### config.mk
export PLATFORM = sky130hd
export DESIGN_NAME = matrix_row_store
export DESIGN_NICKNAME = d
export VERILOG_FILES = /design/src/rtl/matrix_row_store.sv
export SDC_FILE = /design/constraint.sdc
export NUM_CORES = 1
export LEC_CHECK = 0
export CORE_AREA = 2 2 320 164
export CTS_BUF_LIST = sky130_fd_sc_hd__clkbuf_16
export CTS_CLUSTER_SIZE = 12
export DETAILED_ROUTE_END_ITERATION = 10
export DIE_AREA = 0 0 322 166
export PLACE_DENSITY = 0.7
export SYNTH_ARGS = -nofsm -noshare
export SYNTH_HDL_FRONTEND = slang
export SYNTH_SLANG_ARGS = --single-unit
### constraint.sdc
create_clock -name clk -period 8.92 [get_ports clk]
set_input_delay 2.676 -clock clk [delete_from_list [all_inputs] [get_ports clk]]
set_output_delay 2.676 -clock clk [all_outputs]
set_load 0.05 [all_outputs]
### src/rtl/matrix_row_store.sv
// matrix_row_store
//   Captures four-lane matrix-multiply result rows with their destination base
//   address, buffers them in a DEPTH-row FIFO and drains each row to data
//   memory as four sequential 32-bit word stores (lane i at base + 4*i).
//
// Ports
//   clk, rst            core clock; synchronous active-high reset
//   row_valid           a result row is presented this cycle
//   row_data[3:0]       result lanes, 32 bits each
//   row_base            byte address of lane 0 (bits [1:0] ignored)
//   row_ready           FIFO can accept a row this cycle
//   mem_we              word store request
//   mem_addr/mem_wdata  address and data of the current word
//   mem_ready           memory accepts the store this cycle
//   busy                FIFO non-empty
//   row_done            pulse: last word of a row accepted this cycle
module matrix_row_store #(
  parameter int unsigned DEPTH = 4
) (
  input  logic             clk,
  input  logic             rst,
  input  logic             row_valid,
  input  logic [3:0][31:0] row_data,
  input  logic [31:0]      row_base,
  output logic             row_ready,
  output logic             mem_we,
  output logic [31:0]      mem_addr,
  output logic [31:0]      mem_wdata,
  input  logic             mem_ready,
  output logic             busy,
  output logic             row_done
);

  localparam int unsigned AW   = $clog2(DEPTH);
  localparam logic [AW:0] FULL = (AW + 1)'(DEPTH);

  typedef enum logic {
    IDLE,
    STORE
  } state_t;

  logic [29:0]      base_mem [DEPTH];
  logic [3:0][31:0] data_mem [DEPTH];

  logic [AW-1:0] wp, rp;
  logic [AW:0]   count, count_n;
  logic [1:0]    wi;
  state_t        state, state_n;
  logic          push, beat, pop;

  // STORE tracks count != 0 exactly, so the state register doubles as the
  // registered "FIFO non-empty" flag driving mem_we and busy.
  always_comb begin
    row_ready = !rst && (count != FULL);
    push      = row_valid && row_ready;
    mem_we    = !rst && (state == STORE);
    busy      = mem_we;
    beat      = mem_we && mem_ready;
    pop       = beat && (wi == 2'd3);
    row_done  = pop;
    mem_addr  = {base_mem[rp], 2'b00} + {28'd0, wi, 2'b00};
    mem_wdata = data_mem[rp][wi];

    count_n = count;
    unique case ({push, pop})
      2'b10:   count_n = count + 1'b1;
      2'b01:   count_n = count - 1'b1;
      default: count_n = count;
    endcase

    state_n = (count_n != '0) ? STORE : IDLE;
  end

  always_ff @(posedge clk) begin
    if (rst) begin
      state <= IDLE;
      count <= '0;
      wp    <= '0;
      rp    <= '0;
      wi    <= '0;
    end else begin
      state <= state_n;
      count <= count_n;
      if (push) wp <= wp + 1'b1;
      if (beat) wi <= wi + 1'b1;
      if (pop)  rp <= rp + 1'b1;
    end
  end

  // Entry storage is not reset; the pointers alone define what is valid.
  always_ff @(posedge clk) begin
    if (push) begin
      base_mem[wp] <= row_base[31:2];
      data_mem[wp] <= row_data;
    end
  end

endmodule

== After elaboration in Yosys (flattened, before gate mapping) ==
Memory sizes are Yosys's and may differ from the RTL's. A register that Yosys moved wholly into a read port is not among the register bits.
Cells that the tools add are included.
Widths: inputs -> output; s select.

* RAM bits: 632
* Memories kept: 2
* Register bits: 10
* Word-level logic and storage cells: 35

* Reductions and logical operators: 7
* $lt $le $gt $ge: 1
* Multiplexer cells: 10
* Eq/ne operators: 4
* Add/sub/neg operators: 6

{| class="wikitable"
|+ Memories
! memory !! words !! width !! rd ports !! clocked after memory_dff !! wr ports !! line !! text
|-
| data_mem || 4 || 128 || 1 || 1 || 1 || 43 || <nowiki>logic [3:0][31:0] data_mem [DEPTH];</nowiki>
|-
| base_mem || 4 || 30 || 1 || 1 || 1 || 42 || <nowiki>logic [29:0] base_mem [DEPTH];</nowiki>
|}

{| class="wikitable"
|+ Operators by type and width
! kind !! count
|-
| $bmux 32 s2 || 1
|-
| $add 32x4->32 || 1
|-
| $mux 32 || 1
|-
| $mux 2 || 4
|-
| $add 2x1->2 const B || 3
|-
| $pmux 3 s2 || 1
|-
| $logic_and 1x1->1 || 5
|-
| $eq 2x2->1 const B || 2
|-
| $add 3x1->3 const B || 1
|-
| $lt 2x3->1 const B || 1
|-
| $mux 1 || 3
|-
| $ne 3x3->1 const B || 1
|-
| $reduce_bool 3->1 || 1
|-
| $sub 3x1->3 const B || 1
|-
| $eq 2x1->1 const B || 1
|-
| $logic_not 1->1 || 1
|}

== Depth between registers and ports, before layout ==
Gate-level depths: netlist of the first run.

* Word-level depth: 8
* Mapped depth: 15
* Depth with buffers taken out: 10

== Least setup slack after synthesis of the first run ==
OpenSTA, ideal clock, no wires.

* Path kind: input port to flip-flop
* Start: in rst
* End: mem base_mem[0][0], enable pin
* Path buffers: 0
* Path slack: 1007 ps
* Arrival time: 7375 ps
* Stages: 2
* Cells stage by stage: a21oi_1 and3_1

* Word-level cells in the longest chain between the ends: 5

{| class="wikitable"
|+ Ends and longest elaborated chain
! element !! line !! text
|-
| start, declared || 21 || <nowiki>input logic rst,</nowiki>
|-
| $logic_not 1->1 || 54 || <nowiki>row_ready = !rst && (count != FULL);</nowiki>
|-
| $logic_and 1x1->1 || 54 ||
|-
| $logic_and 1x1->1 || 55 || <nowiki>push = row_valid && row_ready;</nowiki>
|-
| $mux 1 || 92 || <nowiki>if (push) begin</nowiki>
|-
| $mux 1 (not written as such) || 93 || <nowiki>base_mem[wp] <= row_base[31:2];</nowiki>
|-
| end, declared || 42 ||
|}

Every way passes these cells.

== Worst setup path after layout of the first run ==
* Start: in rst
* End: out row_done

* Word-level cells in the longest chain between the ends: 4

{| class="wikitable"
|+ Ends and longest elaborated chain
! element !! line !! text
|-
| $logic_not 1->1 || 56 || <nowiki>mem_we = !rst && (state == STORE);</nowiki>
|-
| $logic_and 1x1->1 || 56 ||
|-
| $logic_and 1x1->1 || 58 || <nowiki>beat = mem_we && mem_ready;</nowiki>
|-
| $logic_and 1x1->1 || 59 || <nowiki>pop = beat && (wi == 2'd3);</nowiki>
|-
| end, declared || 31 || <nowiki>output logic row_done</nowiki>
|}

Every way passes these cells.

==> metrics, run 1 <==
status=completed; post-layout minimum cycle time=about 7.6 ns; die height=166 um; Yosys cell types=39; grt ovf=0; initial DRC count=934; CTS Buf Count=60; Pre-antenna DRT Iters=5; Clock Skew=0.02421 ns; Post-Place Setup Slack=about 1.4 ns; Fin Setup TNS=0 ns; design area=around 30,000 um2; Worst slew margin=30.94%; Die X-Extent=322 um; min-delay src=state; final net count=roughly 1,400; Slew @ Worst Pin=1.036 ns; CTS tree=yes; Worst Path Required=6.24 ns; register area share after synthesis=76.59%; largest net degree at the start of global routing=88; number of gates resized after CTS=0; Worst Hold Slack=0.4881 ns; share of cells above drive strength 1=17.34%; synth-to-layout area growth=17.88%; post-route setup slack=1.348 ns; met2 usage=27.45%; Fin. Hold Viols=0; TritonCTS Sinks=644; core area=slightly above 50,000 um2; DP Cell Count=approximately 1,900; number of I/O pins=between 200 and 250; first-pass GRT wire length=72.86 mm; Final Non-Filler Cells=roughly 2,000; Clock Tree Buf Depth=3; GR Util All Layers=a little under a fifth; H-Tree Depth=2; row count=59; routability cong.=approximately 0.76; Avg Synthesized Cell Area=24.50 um2; Yosys reg bits=644; crit end category=primary output; fmax=132.1 MHz; fin. max-slew vios=0; fillcell total=3,615; cts hold-fix bufs=0; met1 Use GR=27.59%; vias in the first global route=11,720; commonest non-fill, non-tap cell in the layout=edfxtp_1; Cell Pwr Density=203.3 nW/um2; arrival time at the worst endpoint=between 4 and 5 ns; period utilization=84.89%; Static Leak=about 9 nW; most frequent cells in the layout=edfxtp_1, clkdlybuf4s50_1, mux4_2, clkbuf_16, mux4_1; Cells after Synth=1,024; Hold WC Path Type=flip-flop to flip-flop; RSZ-0062 raised after global routing=no; global routing's busiest layer=met1; Worst VDD drop=124.1 uV; Synthesis Warnings=0; Mapped Area=25,090 um2; placed inst area=27,960 um2; drt via density=5.752; Final ANT Viol Nets=0; Setup violations, final=0; r2r startpoint=wi[1]; DRC Markers=0; wire per inst=24.67 um; met3 GRT Util=under 10%; initial cell density of the core=49.26%; Die Area=53,450 um2; root buffer cell=clkbuf_16; critical path fanouts, max=14; crit start category=input pin; clock slew at reported path FFs=0.06 ns; post-CTS setup buffers=0; Max Cap Viol=0; hpwl dp=27.35 mm; Worst Setup Path Type=input pin to primary output; Port Buffer Count=227; Routed WL=between 40 and 50 mm; DR vias=around 11,000; initial antenna violation count=6; worst-skew pair later-pin latency=0.60 ns; Setup crit start=rst
flip-flops by register name, indices dropped and copies added, names as in the netlist, named ones only:
signal	flops
data_mem	512
count	3
wp	2
wi	2
base_mem	120
rp	2
state	1
per-stage QoR:
step                      total power (W)  util [%]
after floorplan                  0.003688         -
after global placement           0.003856     54.90
after detailed placement         0.003868     54.90
after CTS                        0.006082     58.06
after global routing             0.006222     58.06
final                            0.006013     58.07
where the power goes:
| part | leakage (nW) | total [W] | switching (W) | internal [W] |
|---|---|---|---|---|
| logic | 2.48 | 0.000375 | 0.000214 | 0.000161 |
| registers | 5.84 | 0.00342 | 0.0000175 | 0.00341 |
| clock network | 0.836 | 0.00221 | 0.00102 | 0.00119 |
area by class of cell:
class | instances | area [um2] | share of cell area (%)
diodes | 2 | 5.005 | 0.01692
clock buffers | 60 | 1501 | 5.076
clock inverters | 19 | 110.1 | 0.3723
inverters | 8 | 30.03 | 0.1015
multi-input cells | 321 | 5429 | 18.35
flip-flops and latches | 644 | 19230 | 65.02
well taps | 671 | 839.6 | 2.838
repair buffers | 240 | 2432 | 8.223
final timing paths:
check / to / slack, ns / cells after the start
max: row_done / 1.35 / 3
min: wi[1] / 0.49 / 2
max reg2reg: state / 5.82 / 7
min reg2reg: wi[1] / 0.49 / 2
metal layers:
metal | vias up | routed length [um]
met5 | - | 60
met4 | 10 | 588
met3 | 68 | 3009
met2 | 317 | 22520
met1 | 5998 | 22310
li1 | 4910 | -
Yosys cell counts (all sizes together):
| library cell | number | area, um2 |
|---|---|---|
| edfxtp | 632 | 18980 |
| mux4 | 190 | 4496 |
| buf | 41 | 356.6 |
| nand2 | 18 | 67.56 |
| xor2 | 18 | 157.7 |
| xnor2 | 17 | 148.9 |
| dfxtp | 12 | 240.2 |
| nor2 | 12 | 45.04 |
| nand3 | 10 | 50.05 |
| ha | 8 | 100.1 |
| inv | 8 | 30.03 |
| nor4 | 8 | 50.05 |
| clkbuf | 7 | 45.05 |
| nor3 | 6 | 30.03 |
| and3 | 5 | 31.28 |
| nand4 | 5 | 43.79 |
| and2 | 4 | 25.02 |
| and4 | 4 | 37.54 |
| a21oi | 3 | 15.01 |
| dlygate4sd1 | 2 | 17.52 |
| dlygate4sd3 | 2 | 20.02 |
| fa | 2 | 40.04 |
| nor2b | 2 | 12.51 |
| a21o | 1 | 7.510 |
| conb | 1 | 3.750 |
| mux2i | 1 | 10.01 |
| nand2b | 1 | 6.260 |
| nand3b | 1 | 7.510 |
| nor3b | 1 | 7.510 |
| o21ai | 1 | 5.000 |
| o31ai | 1 | 7.510 |
critical path, stage by stage:
cell,delay (ns)
clkdlybuf4s50_1,0.66
nor3b_1,0.63
clkdlybuf4s50_1,0.92
cells by family after synthesis:
group                    after synthesis  share of synthesized area [%]
adder cells (fa/ha/maj)               10                         0.5585
AO/OA/AOI/OAI                          6                         0.1396
flip-flops                           644                          76.59
XOR/XNOR                              35                          1.222
multiplexers                         191                          17.96
AND/OR/NAND/NOR                       77                          1.650
other                                  1                        0.01494
buffers and inverters                 60                          1.870
No activity file was read; power rests on OpenSTA's default activity.
==> run 2: changes to the inputs <==
--- a/config.mk
+++ b/config.mk
@@ -10,7 +10,7 @@
 export CTS_CLUSTER_SIZE = 12
 export DETAILED_ROUTE_END_ITERATION = 10
 export DIE_AREA = 0 0 322 166
-export PLACE_DENSITY = 0.7
+export PLACE_DENSITY = 0.73
 export SYNTH_ARGS = -nofsm -noshare
 export SYNTH_HDL_FRONTEND = slang
 export SYNTH_SLANG_ARGS = --single-unit
==> constraint.sdc (replaced) <==
create_clock -name clk -period 6.7 [get_ports clk]
set_input_delay 2.01 -clock clk [delete_from_list [all_inputs] [get_ports clk]]
set_output_delay 2.01 -clock clk [all_outputs]
set_load 0.05 [all_outputs]
==> metrics, run 2 (synthesized netlist as in run 1, its figures left out) <==
status=completed; combinational share of power=roughly 6.4%; Worst VDD drop=183.6 uV; Pwr Total=0.007976 W; CTS Buf Count=60; Crit path buffers/inverters=2; post-CTS setup buffers=0; WHS Endpoint=rp[1]; Routed WL=48.08 mm; first-pass GRT wire length=roughly 73 mm; Worst Hold Slack=about 0.53 ns; wire per inst=around 24 um; crit-path leading delay family=simple AND/OR/NAND/NOR gates; number of I/O pins=roughly 230; Port Buffer Count=about 230; arrival time at the worst endpoint=4.29 ns; final net count=1,456; row count=59; Cell Pwr Density=268.6 nW/um2; worst flop-to-flop path endpoint=state; Worst slew margin=33.67%; most flop-heavy register=data_mem; initial DRC count=756; DRC Markers=0; Clock Power Share=36.5%; Largest regs=data_mem: 512 flops, base_mem: 120 flops, count: 3 flops; GR Util All Layers=18.22%; Die X-Extent=approximately 320 um; most frequent cells in the layout=edfxtp_1, clkdlybuf4s50_1, mux4_2, clkbuf_16, mux4_1; critical path fanouts, max=95; initial antenna violation count=4; post-layout minimum cycle time=6.301 ns; H-Tree Depth=2; Clock Tree Buf Depth=3; critical path, cell by cell=buf_12 > mux4_2 > and4_1 > nand4_2 > nor4_1 > xor2_1 > clkdlybuf4s50_1; sequential power share=a little under three fifths; Switching Fraction=20.54%; CP max stage cell=clkdlybuf4s50_1; Max Cap Viol=0; number of gates resized after CTS=0; Setup violations, final=0; clock slew at reported path FFs=roughly 0.06 ns; fin. max-slew vios=0; Final ANT Viol Nets=0; hold path depth=2; DR vias=11,310; min-delay src=rp[1]; internal power=~0.0063 W; Die Area=53,450 um2; r2r startpoint=wi[1]; crit-path max cell delay=0.82 ns; hpwl dp=around 28 mm; die height=between 150 and 200 um; Worst Path Required=approximately 4.7 ns; Static Leak=9.205 nW; synth-to-layout area growth=18.35%; reg-to-reg slack, setup=3.41 ns; crit end category=primary output; Fin. Hold Viols=0; share of cells above drive strength 1=between 15 and 20%; CTS tree=yes; Fin Setup TNS=0 ns; Clock Skew=0.01638 ns; commonest non-fill, non-tap cell in the layout=edfxtp_1; root buffer cell=clkbuf_16; period utilization=a little over nine tenths; grt ovf=0; cts hold-fix bufs=0; Slew @ Worst Pin=0.9950 ns; R2R depth=8; drt via density=about 5.7; initial cell density of the core=about half; vias in the first global route=11,850; fmax=158.7 MHz; routability cong.=roughly 0.76; TritonCTS Sinks=644; RSZ-0062 raised after global routing=no; Switch Pwr=roughly 0.0016 W; Worst Setup Path Type=flip-flop to primary output; crit start category=flip-flop; Pre-antenna DRT Iters=5; Hold WC Path Type=flip-flop to flip-flop; largest net degree at the start of global routing=100; post-layout util=58.31%; max reg flops=512; worst-skew pair later-pin latency=0.59 ns; core area=50,940 um2
## run 2: cell count changes in the layout (fill, tap and decap cells not counted)
cell      previous run  this run
buf_12               5        12
clkinv_2             4         0
inv_1               19        21
clkinv_1             1         2
inv_6                1         2
inv_16               1         0
## run 2: worst max-delay path by stage
| stage | startpoint | end | depth (start not counted) |
|---|---|---|---|
| after global routing | flip-flop | mem_addr[31] | 7 |
| after floorplan | flip-flop | mem_addr[28] | 14 |
| final | flip-flop | mem_addr[31] | 7 |
| after CTS | flip-flop | mem_addr[31] | 7 |
| after detailed placement | mem_ready | row_done | 4 |
| after global placement | mem_ready | row_done | 4 |
## run 2: layout make-up
class	instances	area (um2)
flip-flops and latches	644	19230
diodes	2	5.005
repair buffers	247	2572
multi-input cells	321	5429
fillers	3613	21240
inverters	8	30.03
clock inverters	18	90.09
well taps	671	839.6
clock buffers	60	1501
## run 2: stage by stage
stage | std cells | area (um2) | setup WS [ns]
global route | 1970 | 29700 | 0.2140
detailed placement | 1891 | 28100 | 0.6175
floorplan | 1025 | 25100 | 1.161
CTS | 1969 | 29690 | 0.3284
finish | 1971 | 29700 | 0.3986
global placement | 1891 | 28100 | 0.6782
## run 2: power by group through the flow
stage / sequential, W / clock (W) / combinational [W]
final: 0.00456 / 0.00291 / 0.000509
after global routing: 0.00456 / 0.00316 / 0.000538
after CTS: 0.00456 / 0.00300 / 0.000515
after detailed placement: 0.00464 / 0 / 0.000512
after global placement: 0.00464 / 0 / 0.000501
after floorplan: 0.00464 / 0 / 0.000255
## run 2: worst min-delay path, cell delays in order (launching register included)
cell and delay (ns):
dfxtp_1 0.33, xor2_1 0.06, nor2_1 0.09
## run 2: metal layers
layer  GRT usage (%)  up-vias  wire length, um
li1                -     4922                -
met1           27.31     6010            22030
met2           27.99      308            22500
met3           4.159       62             2880
met4           3.454        4              657
met5               0        -               23
